## config.mk

```make
export PLATFORM = sky130hd
export DESIGN_NAME = posen_sequencer
export DESIGN_NICKNAME = d
export VERILOG_FILES = /design/src/rtl/posen_pkg.sv /design/src/rtl/posen_mod360.sv /design/src/rtl/posen_sequencer.sv
export SDC_FILE = /design/constraint.sdc
export NUM_CORES = 1
export LEC_CHECK = 0
export BUFFER_PORTS_ARGS = -buffer_cell sky130_fd_sc_hd__buf_2
export CORE_MARGIN = 8
export CORE_UTILIZATION = 52
export CTS_BUF_LIST = sky130_fd_sc_hd__clkbuf_4 sky130_fd_sc_hd__clkbuf_8
export DETAILED_ROUTE_END_ITERATION = 16
export PLACE_DENSITY = 0.7
export SLEW_MARGIN = 20
export SYNTH_ARGS = -nofsm -noshare
export SYNTH_HDL_FRONTEND = slang
export SYNTH_HIERARCHICAL = 1
export SYNTH_SLANG_ARGS = --single-unit
export TNS_END_PERCENT = 10
```

## constraint.sdc

```tcl
create_clock -name clk -period 8.4 [get_ports clk]
set_clock_uncertainty 0.1 [all_clocks]
set_input_delay 0.84 -clock clk [delete_from_list [all_inputs] [get_ports clk]]
set_output_delay 0.84 -clock clk [all_outputs]
set_load 0.02 [all_outputs]
```

## src/rtl/posen_pkg.sv

```systemverilog
// Shared types and constants for the positional-encoding sequencer.
package posen_pkg;

    localparam int unsigned MOD_ITER = 15;
    localparam int unsigned R_W      = 24;
    localparam int unsigned ANG_W    = 9;
    localparam int unsigned JW       = 4;

    typedef enum logic [3:0] {
        ST_IDLE,
        ST_MUL,
        ST_MOD,
        ST_REQ_SIN,
        ST_WAIT_SIN,
        ST_EMIT_SIN,
        ST_REQ_COS,
        ST_WAIT_COS,
        ST_EMIT_COS,
        ST_NEXT
    } state_t;

    // Degrees advanced per unit position for each sin/cos pair, Q8.
    function automatic logic [15:0] step_q8(input int unsigned k);
        case (k)
            0:       step_q8 = 16'd14668;
            1:       step_q8 = 16'd1467;
            2:       step_q8 = 16'd147;
            3:       step_q8 = 16'd15;
            default: step_q8 = 16'd0;
        endcase
    endfunction

endpackage

```

## src/rtl/posen_mod360.sv

```systemverilog
// Iterative modulo-360 reducer: one conditional subtract of 360<<j per cycle, j = 14..0.
module posen_mod360
    import posen_pkg::*;
(
    input  logic             clk,
    input  logic             rst_n,
    input  logic             start,
    input  logic [R_W-1:0]   value,
    output logic             done_c,
    output logic [ANG_W-1:0] result_c
);

    logic [R_W-1:0] acc;
    logic [R_W-1:0] src;
    logic [R_W-1:0] sub;
    logic [R_W-1:0] nxt;
    logic [JW-1:0]  cnt;
    logic [JW-1:0]  j;
    logic           active;

    // The start cycle already performs the j = 14 step on the incoming value.
    always_comb begin
        src      = start ? value : acc;
        j        = start ? JW'(MOD_ITER - 1) : cnt;
        sub      = R_W'(360) << j;
        nxt      = (src >= sub) ? (src - sub) : src;
        done_c   = active && (cnt == '0);
        result_c = nxt[ANG_W-1:0];
    end

    always_ff @(posedge clk) begin
        if (!rst_n) begin
            acc    <= '0;
            cnt    <= '0;
            active <= 1'b0;
        end else if (start) begin
            acc    <= nxt;
            cnt    <= JW'(MOD_ITER - 2);
            active <= 1'b1;
        end else if (active) begin
            acc <= nxt;
            if (cnt == '0) begin
                active <= 1'b0;
            end else begin
                cnt <= cnt - JW'(1);
            end
        end
    end

endmodule

```

## src/rtl/posen_sequencer.sv

```systemverilog
// Generates one sinusoidal positional-encoding vector per start using an external sine unit.
module posen_sequencer
    import posen_pkg::*;
#(
    parameter int unsigned WIDTH   = 16,
    parameter int unsigned FBITS   = 8,
    parameter int unsigned D_MODEL = 8
) (
    input  logic                       clk,
    input  logic                       rst_n,
    input  logic                       start,
    input  logic [15:0]                pos,
    output logic                       busy,
    output logic                       sin_start,
    output logic signed [WIDTH-1:0]    sin_angle,
    input  logic signed [WIDTH-1:0]    sin_result,
    input  logic                       sin_done,
    output logic                       pe_valid,
    input  logic                       pe_ready,
    output logic [WIDTH-1:0]           pe_data,
    output logic [$clog2(D_MODEL)-1:0] pe_idx,
    output logic                       pe_last,
    output logic                       done
);

    localparam int unsigned IW = $clog2(D_MODEL);
    localparam int unsigned KW = IW - 1;
    localparam logic [KW-1:0] LAST_K = KW'(D_MODEL / 2 - 1);

    // Sine samples pass through untouched, so FBITS only has to be sane.
    if (FBITS >= WIDTH || D_MODEL != 8) begin : g_bad_params
        $error("posen_sequencer: unsupported FBITS/D_MODEL");
    end

    state_t                   state;
    logic [15:0]              pos_q;
    logic [KW-1:0]            k;
    logic [R_W-1:0]           r_q;
    logic [R_W-1:0]           r_next;
    logic [31:0]              prod;
    logic                     mod_go;
    logic                     mod_done_c;
    logic [ANG_W-1:0]         mod_result_c;
    logic signed [WIDTH-1:0]  cos_angle;

    assign prod   = 32'(pos_q) * 32'(step_q8(32'(k)));
    assign r_next = R_W'(prod >> 8);

    always_comb begin
        if (sin_angle >= WIDTH'(270)) begin
            cos_angle = sin_angle - WIDTH'(270);
        end else begin
            cos_angle = sin_angle + WIDTH'(90);
        end
    end

    posen_mod360 u_mod360 (
        .clk      (clk),
        .rst_n    (rst_n),
        .start    (mod_go),
        .value    (r_q),
        .done_c   (mod_done_c),
        .result_c (mod_result_c)
    );

    always_ff @(posedge clk) begin
        if (!rst_n) begin
            state     <= ST_IDLE;
            busy      <= 1'b0;
            sin_start <= 1'b0;
            sin_angle <= '0;
            pe_valid  <= 1'b0;
            pe_data   <= '0;
            pe_idx    <= '0;
            pe_last   <= 1'b0;
            done      <= 1'b0;
            pos_q     <= '0;
            k         <= '0;
            r_q       <= '0;
            mod_go    <= 1'b0;
        end else begin
            done <= 1'b0;
            case (state)
                ST_IDLE: begin
                    // A start coinciding with the done pulse is dropped.
                    if (start && !done) begin
                        pos_q <= pos;
                        k     <= '0;
                        busy  <= 1'b1;
                        state <= ST_MUL;
                    end
                end
                ST_MUL: begin
                    r_q    <= r_next;
                    mod_go <= 1'b1;
                    state  <= ST_MOD;
                end
                ST_MOD: begin
                    mod_go <= 1'b0;
                    if (mod_done_c) begin
                        sin_angle <= WIDTH'(mod_result_c);
                        sin_start <= 1'b1;
                        state     <= ST_REQ_SIN;
                    end
                end
                ST_REQ_SIN: begin
                    sin_start <= 1'b0;
                    state     <= ST_WAIT_SIN;
                end
                ST_WAIT_SIN: begin
                    if (sin_done) begin
                        pe_data  <= sin_result;
                        pe_idx   <= {k, 1'b0};
                        pe_last  <= 1'b0;
                        pe_valid <= 1'b1;
                        state    <= ST_EMIT_SIN;
                    end
                end
                ST_EMIT_SIN: begin
                    if (pe_ready) begin
                        pe_valid  <= 1'b0;
                        sin_angle <= cos_angle;
                        sin_start <= 1'b1;
                        state     <= ST_REQ_COS;
                    end
                end
                ST_REQ_COS: begin
                    sin_start <= 1'b0;
                    state     <= ST_WAIT_COS;
                end
                ST_WAIT_COS: begin
                    if (sin_done) begin
                        pe_data  <= sin_result;
                        pe_idx   <= {k, 1'b1};
                        pe_last  <= (k == LAST_K);
                        pe_valid <= 1'b1;
                        state    <= ST_EMIT_COS;
                    end
                end
                ST_EMIT_COS: begin
                    if (pe_ready) begin
                        pe_valid <= 1'b0;
                        pe_last  <= 1'b0;
                        if (pe_last) begin
                            done  <= 1'b1;
                            busy  <= 1'b0;
                            state <= ST_IDLE;
                        end else begin
                            state <= ST_NEXT;
                        end
                    end
                end
                ST_NEXT: begin
                    k     <= k + KW'(1);
                    state <= ST_MUL;
                end
                default: state <= ST_IDLE;
            endcase
        end
    end

endmodule
```

==> results of run 1 <==
==> stage by stage <==
stage               worst slack (ns)  area, µm²  total power [mW]
floorplan                       2.03      14200              2.92
global placement                1.65      14700              3.31
detailed placement              1.54      14700              3.34
CTS                             1.50      15100              3.91
global route                    1.03      15100              4.28
finish                          1.51      15100              3.89
==> worst max-delay path by stage <==
stage                                 endpoint  slack (ns)
after floorplan           r_q[21]$_SDFFE_PN0P_        2.03
after global placement    r_q[21]$_SDFFE_PN0P_        1.65
after detailed placement  r_q[21]$_SDFFE_PN0P_        1.54
after CTS                 r_q[21]$_SDFFE_PN0P_        1.50
after global routing      r_q[21]$_SDFFE_PN0P_        1.03
final                     r_q[21]$_SDFFE_PN0P_        1.51
==> where the power goes <==
group / switching, mW / internal, mW / leakage (nW)
logic: 1.50 / 1.11 / 6.48
clock network: 0.298 / 0.246 / 0.190
registers: 0.0987 / 0.642 / 0.945
total: 1.89 / 2.00 / 7.62
==> registers in the layout, indices dropped and copies added, names as in the netlist, 2 cells and up <==
| signal | count |
|---|---|
| r_q | 24 |
| state | 4 |
| pos_q | 16 |
| u_mod360/cnt | 4 |
| pe_idx | 3 |
| pe_data | 16 |
| sin_angle | 16 |
| k | 2 |
| u_mod360/acc | 24 |
==> synth_stat cells (all sizes together) (10+ instances only) <==
cell type / count / area (µm²)
a211oi: 10 / 80.1
a21o: 24 / 181
a21oi: 130 / 669
a31oi: 14 / 87.6
and2: 32 / 200
buf: 29 / 181
clkbuf: 58 / 219
dfxtp: 116 / 2320
fa: 139 / 2780
ha: 165 / 2060
inv: 265 / 995
mux2: 28 / 315
mux2i: 20 / 200
nand2: 221 / 830
nand2b: 35 / 219
nand3: 43 / 215
nand4: 11 / 68.8
nor2: 56 / 210
nor2b: 19 / 119
nor3: 22 / 125
o21a: 12 / 91.3
o21ai: 72 / 364
or2: 11 / 68.8
or3: 21 / 136
xnor2: 26 / 228
xor2: 20 / 175
==> logic make-up (layout without fill, tap and decap cells) <==
kind of cell	count (synthesis)	count (layout)	share of synthesized area
compound gates	343	343	0.158
fa+ha+maj	304	304	0.342
mux	48	48	0.0363
xor+xnor	46	46	0.0284
flops	116	116	0.164
simple gates	505	505	0.174
buf+inv	352	383	0.0983
==> metal layers <==
layer | vias to the layer above | track usage | routed length (µm)
li1 | 5729 | - | -
met1 | 5636 | 0.287 | 15700
met2 | 314 | 0.347 | 15800
met3 | 45 | 0.0409 | 1980
met4 | 0 | 0.0600 | 595
met5 | - | 0 | 0
==> area by class of cell <==
| class | count | area (µm²) | area share |
|---|---|---|---|
| sequential | 116 | 2320 | 0.154 |
| tap | 341 | 427 | 0.0283 |
| clock inverter | 15 | 156 | 0.0104 |
| inverter | 265 | 995 | 0.0660 |
| clock buffer | 17 | 234 | 0.0155 |
| multi-input combinational | 1246 | 10500 | 0.695 |
| timing repair buffer | 86 | 455 | 0.0302 |
==> worst max-delay path, stage by stage, from the launching register on <==
cell,delay (ns)
dfxtp_1,0.35
inv_1,0.12
ha_1,0.62
nand2_1,0.29
inv_1,0.19
fa_1,0.42
inv_1,0.08
fa_1,0.40
inv_1,0.08
fa_1,0.45
fa_1,0.54
fa_1,0.55
inv_1,0.05
fa_1,0.53
inv_1,0.04
ha_1,0.37
a21o_1,0.21
a21o_1,0.16
a21oi_1,0.31
o21ai_0,0.22
o211ai_1,0.25
a2111oi_0,0.12
or3b_1,0.35
==> out/qor.yml, run 1 <==
maxCapViolCount: 0
synthCells: 1714
gp_congestion: 0.928
grt_pass1_wl_um: 58400
cts.sinks: 116
routed_wl_um: 34200
final_cells: 2086
final_cell_mix: "264 x inv_1, 221 x nand2_1, 165 x ha_1, 139 x fa_1, 126 x a21oi_1"
postCtsSetupRepairBufs: 0
synthFlopType: "dfxtp_1"
layout_commonest_cell: "inv_1"
rrSetupSlack_ns: 1.51
setup_violations: 0
root_buffer: "clkbuf_8"
dieHeight_um: 181
startpoint_type: "flip-flop"
fin_crit_ns: 6.89
io_pins: 77
rows: 60
cts_resized: 0
wl_per_cell_um: 16.4
crit_path_end_kind: "flip-flop"
startpoint: "k[0]$_SDFFE_PN0P_"
htree_levels: 4
min_path_cells: 2
dp.cells: 2054
totalNegativeSetupSlack_ns: 0
arrival_ns: 7.14
drive_gt1_frac: 0.102
route.vias.total: 11724
die-area_um2: 32800
drc_errors: 0
status: "completed"
ys_seq_area_frac: 0.164
grt_pass1_vias: 11721
cts_tree: "done"
core_um2: 26900
fin_nets: 2073
syn-num-nets: 2055
synth_edf_count: 0
diodes: 0
syn2layout_area_growth_pct: 6.17
min_path_type: "reg -> reg"
worst-setup-path-type: "reg -> reg"
post-dp-hpwl_um: 27100
ant_nets: 0
min_to: "pe_data[4]$_SDFFE_PN0P_"
clock_path_buffers: 2
synth_seq_cells: 116
port_buffers: 76
start_util: 0.528
worstMarginPinSlew_ns: 1.06
vdd_drop_max_v: 0.000157
vias_per_cell: 5.62
clock_latency_ns: 0.45
reg2regPathDepth: 22
r2r-end: "r_q[21]$_SDFFE_PN0P_"
dr.pass1.iters: 9
n_fill_cell: 2506
grt_max_degree: 69
cts_inserted_buffers: 17
p_per_area_nw_per_um2: 258
drtIter0Drc: 906
cp_data_required_time_ns: 8.65
grt-ovfl-total: 0
finalCritPeriodShare: 0.821
synthArstFlopShare: 0
hold_viol_final: 0
utilization: 0.560
fmax_ghz: 0.145
holdWs_ns: 0.356
synth.cell_area_um2: 14200
rr_startpoint: "k[0]$_SDFFE_PN0P_"
maxSlewViolCount: 0
ys_types: 87
antenna_found_initial: 0
fp.dieW_um: 181
hold_path_startpoint: "pe_data[4]$_SDFFE_PN0P_"
ys_warn_count: 6
grt_usage: 0.214
slew_headroom: 0.290
path_clk_slew_ns: 0.10
crit_fanout: 19
syn_avg_cell_area_um2: 8.28
ctsHoldBuffers: 0
leakage_nw: 7.62
rsz0062_at_grt: "no"
Power figures use the tool's default switching activity.
==> run 2: changes to the inputs <==
--- a/config.mk
+++ b/config.mk
@@ -10,7 +10,7 @@
 export CORE_UTILIZATION = 52
 export CTS_BUF_LIST = sky130_fd_sc_hd__clkbuf_4 sky130_fd_sc_hd__clkbuf_8
 export DETAILED_ROUTE_END_ITERATION = 16
-export PLACE_DENSITY = 0.7
+export PLACE_DENSITY = 0.72
 export SLEW_MARGIN = 20
 export SYNTH_ARGS = -nofsm -noshare
 export SYNTH_HDL_FRONTEND = slang
==> constraint.sdc (replaced) <==
create_clock -name clk -period 5.8 [get_ports clk]
set_clock_uncertainty 0.1 [all_clocks]
set_input_delay 0.58 -clock clk [delete_from_list [all_inputs] [get_ports clk]]
set_output_delay 0.58 -clock clk [all_outputs]
set_load 0.02 [all_outputs]
==> run 2 against run 1 <==
Compared with the run above: global-route usage grew 1.2 points; combinational power grew 64%; highest routed layer unchanged; final cell count grew 5.6%; largest power group unchanged; cell area grew 8.6%; power grew 59%; die area is the same; via count grew 4.7%; wire length grew 5.4%; utilization grew 4.8 points; the flow now finishes with violations (negative setup slack); fmax grew 15%.
==> out/qor.yml, run 2 (synthesis gave the netlist of run 1 again) <==
min_path_type: "in -> reg"
diodes: 0
maxCapViolCount: 0
vias_per_cell: 5.57
drive_gt1_frac: 0.189
clock_path_buffers: 2
status: "finished with violations"
grt-ovfl-total: 0
final_cell_mix: "259 x inv_1, 209 x nand2_1, 153 x ha_1, 137 x fa_1, 123 x a21oi_1"
core_um2: 26900
cp_data_required_time_ns: 6.06
grt_pass1_wl_um: 61900
antenna_found_initial: 1
crit_fanout: 14
grt_max_degree: 78
setup_ws_ns: -0.214
routed_wl_um: 36000
dieHeight_um: 181
multi_input_area_um2: 10800
hold_viol_final: 0
io_pins: 77
maxSlewViolCount: 0
fmax_ghz: 0.166
rows: 60
fin_crit_ns: 6.01
cts_inserted_buffers: 17
grt_pass1_vias: 12700
dp.cells: 2163
holdWs_ns: 0.232
rsz0062_at_grt: "yes"
post-dp-hpwl_um: 28400
final_cells: 2202
layout_commonest_cell: "inv_1"
n_fill_cell: 2302
fin_nets: 2189
ant_nets: 0
start_util: 0.528
syn2layout_area_growth_pct: 15.3
drc_errors: 0
grt_usage: 0.226
seqCellArea_um2: 2320
violations: "negative setup slack"
slew_headroom: 0.262
fp.dieW_um: 181
startpoint_type: "flip-flop"
top_regs: "r_q (24), u_mod360/acc (24)"
dr.pass1.iters: 5
cts.sinks: 116
cts_tree: "done"
arrival_ns: 6.28
clock_latency_ns: 0.47
port_buffers: 76
worstMarginPinSlew_ns: 1.10
drtIter0Drc: 826
die-area_um2: 32800
gp_congestion: 0.916
worst-setup-path-type: "reg -> reg"
path_clk_slew_ns: 0.11
htree_levels: 4
root_buffer: "clkbuf_8"
crit_path_end_kind: "flip-flop"
setup_violations: 16
vdd_drop_max_v: 0.000315
p_per_area_nw_per_um2: 377
wl_per_cell_um: 16.4
utilization: 0.608
power_mw: 6.17
leakage_nw: 8.30
route.vias.total: 12273
finalCritPeriodShare: 1.04
## run 2: changes by cell type in the layout (fill, tap and decap cells not counted), sizes merged
cell / previous run / this run
buf: 86 / 202
inv: 274 / 270
clkinv: 2 / 5
clkinvlp: 3 / 2
bufinv: 1 / 3
## run 2: critical path, cell delays in order, from the launching register on
cell and delay [ns]:
dfxtp_2 0.33, inv_2 0.08, ha_4 0.30, buf_12 0.19
nand2_1 0.08, buf_4 0.18, fa_1 0.35, inv_1 0.08
fa_1 0.44, fa_1 0.65, fa_1 0.46, fa_1 0.49
inv_1 0.05, fa_1 0.47, inv_1 0.06, ha_4 0.27
nand4_1 0.18, nor2_2 0.14, inv_2 0.07, o31ai_4 0.29
nor3_2 0.07, or3_1 0.36, a311oi_2 0.26
## run 2: report_power, final
group | internal [mW] | switching [mW] | total, mW
Combinational | 1.87 | 2.39 | 4.26
Clock | 0.438 | 0.416 | 0.854
Sequential | 0.931 | 0.126 | 1.06
Total | 3.24 | 2.93 | 6.17
## run 2: per-stage QoR
step                      setup TNS [ns]  instance area (µm²)  worst slack [ns]
after floorplan                  -0.0934                14500           -0.0453
after global placement             -1.42                15700            -0.170
after detailed placement           -2.33                15700            -0.249
after CTS                          -1.29                16200            -0.160
after global routing               -7.50                16400            -0.525
final                              -1.67                16400            -0.214
## run 2: layout make-up
type,count,share of cell area
flip-flops and latches,116,0.142
clock inverters,15,0.0119
inverters,265,0.0611
repair buffers,202,0.0839
multi-input cells,1246,0.661
well taps,341,0.0261
clock buffers,17,0.0143
## run 2: repair_timing
item / 4_1_cts / 5_1_grt
hold buffers: 0 / 0
gates resized for setup: 17 / 20
setup buffers: 4 / 3
pin swaps: 6 / 8
setup endpoints to repair: 17 / 22
## run 2: routing by layer
layer,vias to the layer above,GRT usage,wire length (µm),share of wire
met4,0,0.0708,824,0.023
met5,-,0,0,0
met1,5908,0.283,15500,0.43
li1,5948,-,-,-
met3,61,0.0435,2110,0.059
met2,356,0.388,17500,0.49
## run 2: worst paths after layout
check | start | endpoint | slack [ns] | cells past startpoint
worst min-delay path | pos[12] | pos_q[12]$_SDFFE_PN0P_ | 0.23 | 3
worst max register to register | k[0]$_SDFFE_PN0P_ | r_q[17]$_SDFFE_PN0P_ | -0.21 | 22
worst min register to register | pe_data[0]$_SDFFE_PN0P_ | pe_data[0]$_SDFFE_PN0P_ | 0.36 | 2
worst max-delay path | k[0]$_SDFFE_PN0P_ | r_q[17]$_SDFFE_PN0P_ | -0.21 | 22
==> run 3: changes to the inputs <==
--- a/config.mk
+++ b/config.mk
@@ -6,7 +6,7 @@
 export NUM_CORES = 1
 export LEC_CHECK = 0
 export BUFFER_PORTS_ARGS = -buffer_cell sky130_fd_sc_hd__buf_2
-export CORE_MARGIN = 8
+export CORE_MARGIN = 2
 export CORE_UTILIZATION = 52
 export CTS_BUF_LIST = sky130_fd_sc_hd__clkbuf_4 sky130_fd_sc_hd__clkbuf_8
 export DETAILED_ROUTE_END_ITERATION = 16
==> run 3 against run 2 <==
Compared with the run above: the run still ends with negative setup slack left; sequential power is essentially flat; worst setup slack got worse by 0.061 ns; critical path depth unchanged; worst hold slack improved by 0.0047 ns; clock power fell by 6.9%; largest cell class unchanged; highest routed layer unchanged.
==> out/qor.yml, run 3 (synthesis gave the netlist of run 1 again) <==
htree_levels: 4
pwr-share-seq: 0.173
clock_latency_ns: 0.47
layout_commonest_cell: "inv_1"
diodes: 0
totalNegativeSetupSlack_ns: -2.53
maxSlewViolCount: 0
rsz0062_at_grt: "yes"
fmax_ghz: 0.165
wl_per_cell_um: 16.1
fin_crit_ns: 6.07
holdWs_ns: 0.237
core_um2: 26900
p_sw_mw: 2.93
power_frac_comb: 0.696
cp_data_required_time_ns: 6.05
route.vias.total: 12190
drtIter0Drc: 822
hold_viol_final: 0
finalCritPeriodShare: 1.05
grt_pass1_vias: 12505
cts_inserted_buffers: 17
start_util: 0.528
clock_power_share: 0.131
fp.dieW_um: 169
post-dp-hpwl_um: 28000
n_fill_cell: 2291
clock_path_buffers: 2
drc_errors: 0
crit_path_end_kind: "flip-flop"
leakage_nw: 8.31
syn2layout_area_growth_pct: 15.1
worst-setup-path-type: "reg -> reg"
status: "finished with violations"
drive_gt1_frac: 0.188
cts_tree: "done"
rows: 60
grt_max_degree: 75
fin_nets: 2191
startpoint_type: "flip-flop"
slew_headroom: 0.428
port_buffers: 76
top_regs: "r_q (24), u_mod360/acc (24)"
path_clk_slew_ns: 0.11
utilization: 0.608
p_per_area_nw_per_um2: 372
routed_wl_um: 35500
p_sw_frac: 0.482
final_cells: 2204
io_pins: 77
arrival_ns: 6.32
crit_fanout: 7
final_cell_mix: "260 x inv_1, 209 x nand2_1, 155 x ha_1, 136 x fa_1, 124 x buf_4"
violations: "negative setup slack"
vdd_drop_max_v: 0.000353
power.internal_mw: 3.15
multi_input_area_um2: 10800
grt_usage: 0.258
die-area_um2: 28600
cts.sinks: 116
gp_congestion: 0.919
grt_pass1_wl_um: 60300
ant_nets: 0
setup_ws_ns: -0.275
grt-ovfl-total: 0
root_buffer: "clkbuf_8"
worstMarginPinSlew_ns: 0.858
dr.pass1.iters: 7
ctsHoldBuffers: 0
min_path_type: "in -> reg"
antenna_found_initial: 0
dp.cells: 2166
setup_violations: 16
dieHeight_um: 169
vias_per_cell: 5.53
seqCellArea_um2: 2320
maxCapViolCount: 0
run 3: final timing paths:
| kind | from | slack [ns] | to | cells past startpoint |
|---|---|---|---|---|
| hold / removal | pos[7] | 0.24 | pos_q[7]$_SDFFE_PN0P_ | 3 |
| setup reg to reg | k[0]$_SDFFE_PN0P_ | -0.27 | r_q[17]$_SDFFE_PN0P_ | 22 |
| setup / recovery | k[0]$_SDFFE_PN0P_ | -0.27 | r_q[17]$_SDFFE_PN0P_ | 22 |
| hold reg to reg | pe_data[13]$_SDFFE_PN0P_ | 0.35 | pe_data[13]$_SDFFE_PN0P_ | 2 |
run 3: final cells by class:
| type | instances | area share |
|---|---|---|
| clock buffer | 17 | 0.0143 |
| clock inverter | 15 | 0.00996 |
| inverter | 265 | 0.0611 |
| multi-input combinational | 1246 | 0.661 |
| sequential | 116 | 0.142 |
| tap | 341 | 0.0261 |
| timing repair buffer | 204 | 0.0852 |
run 3: critical path, stage by stage (launching register included):
cell and delay, ns:
dfxtp_2 0.35, inv_2 0.05, ha_4 0.33, buf_4 0.13, and2_1 0.14, inv_1 0.07, fa_1 0.50, fa_2 0.54
inv_1 0.05, fa_1 0.52, fa_2 0.44, fa_1 0.49, inv_1 0.05, fa_1 0.48, inv_1 0.06, ha_4 0.27
nand4_1 0.16, nor2_1 0.19, inv_2 0.08, o31ai_4 0.30, nor3_2 0.07, or3_1 0.35, a311oi_1 0.25
run 3: timing repair:
item / CTS / global route
setup endpoints to repair: 20 / 22
resized for setup: 16 / 16
setup buffers: 3 / 3
cloned: 0 / 0
pin swaps: 9 / 13
run 3: power by group through the flow:
stage | sequential, mW | clock, mW | combinational (mW)
global route | 1.07 | 0.845 | 4.73
global placement | 1.06 | 0 | 4.06
detailed placement | 1.07 | 0 | 4.13
floorplan | 1.01 | 0 | 3.36
finish | 1.05 | 0.795 | 4.23
CTS | 1.05 | 0.813 | 4.20
run 3: per-layer routing:
layer,track usage,part of all wire
met4,0.0740,0.022
met5,0,0
met1,0.341,0.45
met2,0.434,0.48
met3,0.0448,0.050
run 3: stage by stage:
step / instance area [µm²] / setup WS [ns] / power, mW
floorplan: 14500 / -0.0453 / 4.37
global placement: 15700 / -0.221 / 5.13
detailed placement: 15700 / -0.350 / 5.20
CTS: 16200 / -0.257 / 6.06
global route: 16300 / -0.561 / 6.64
finish: 16300 / -0.275 / 6.08
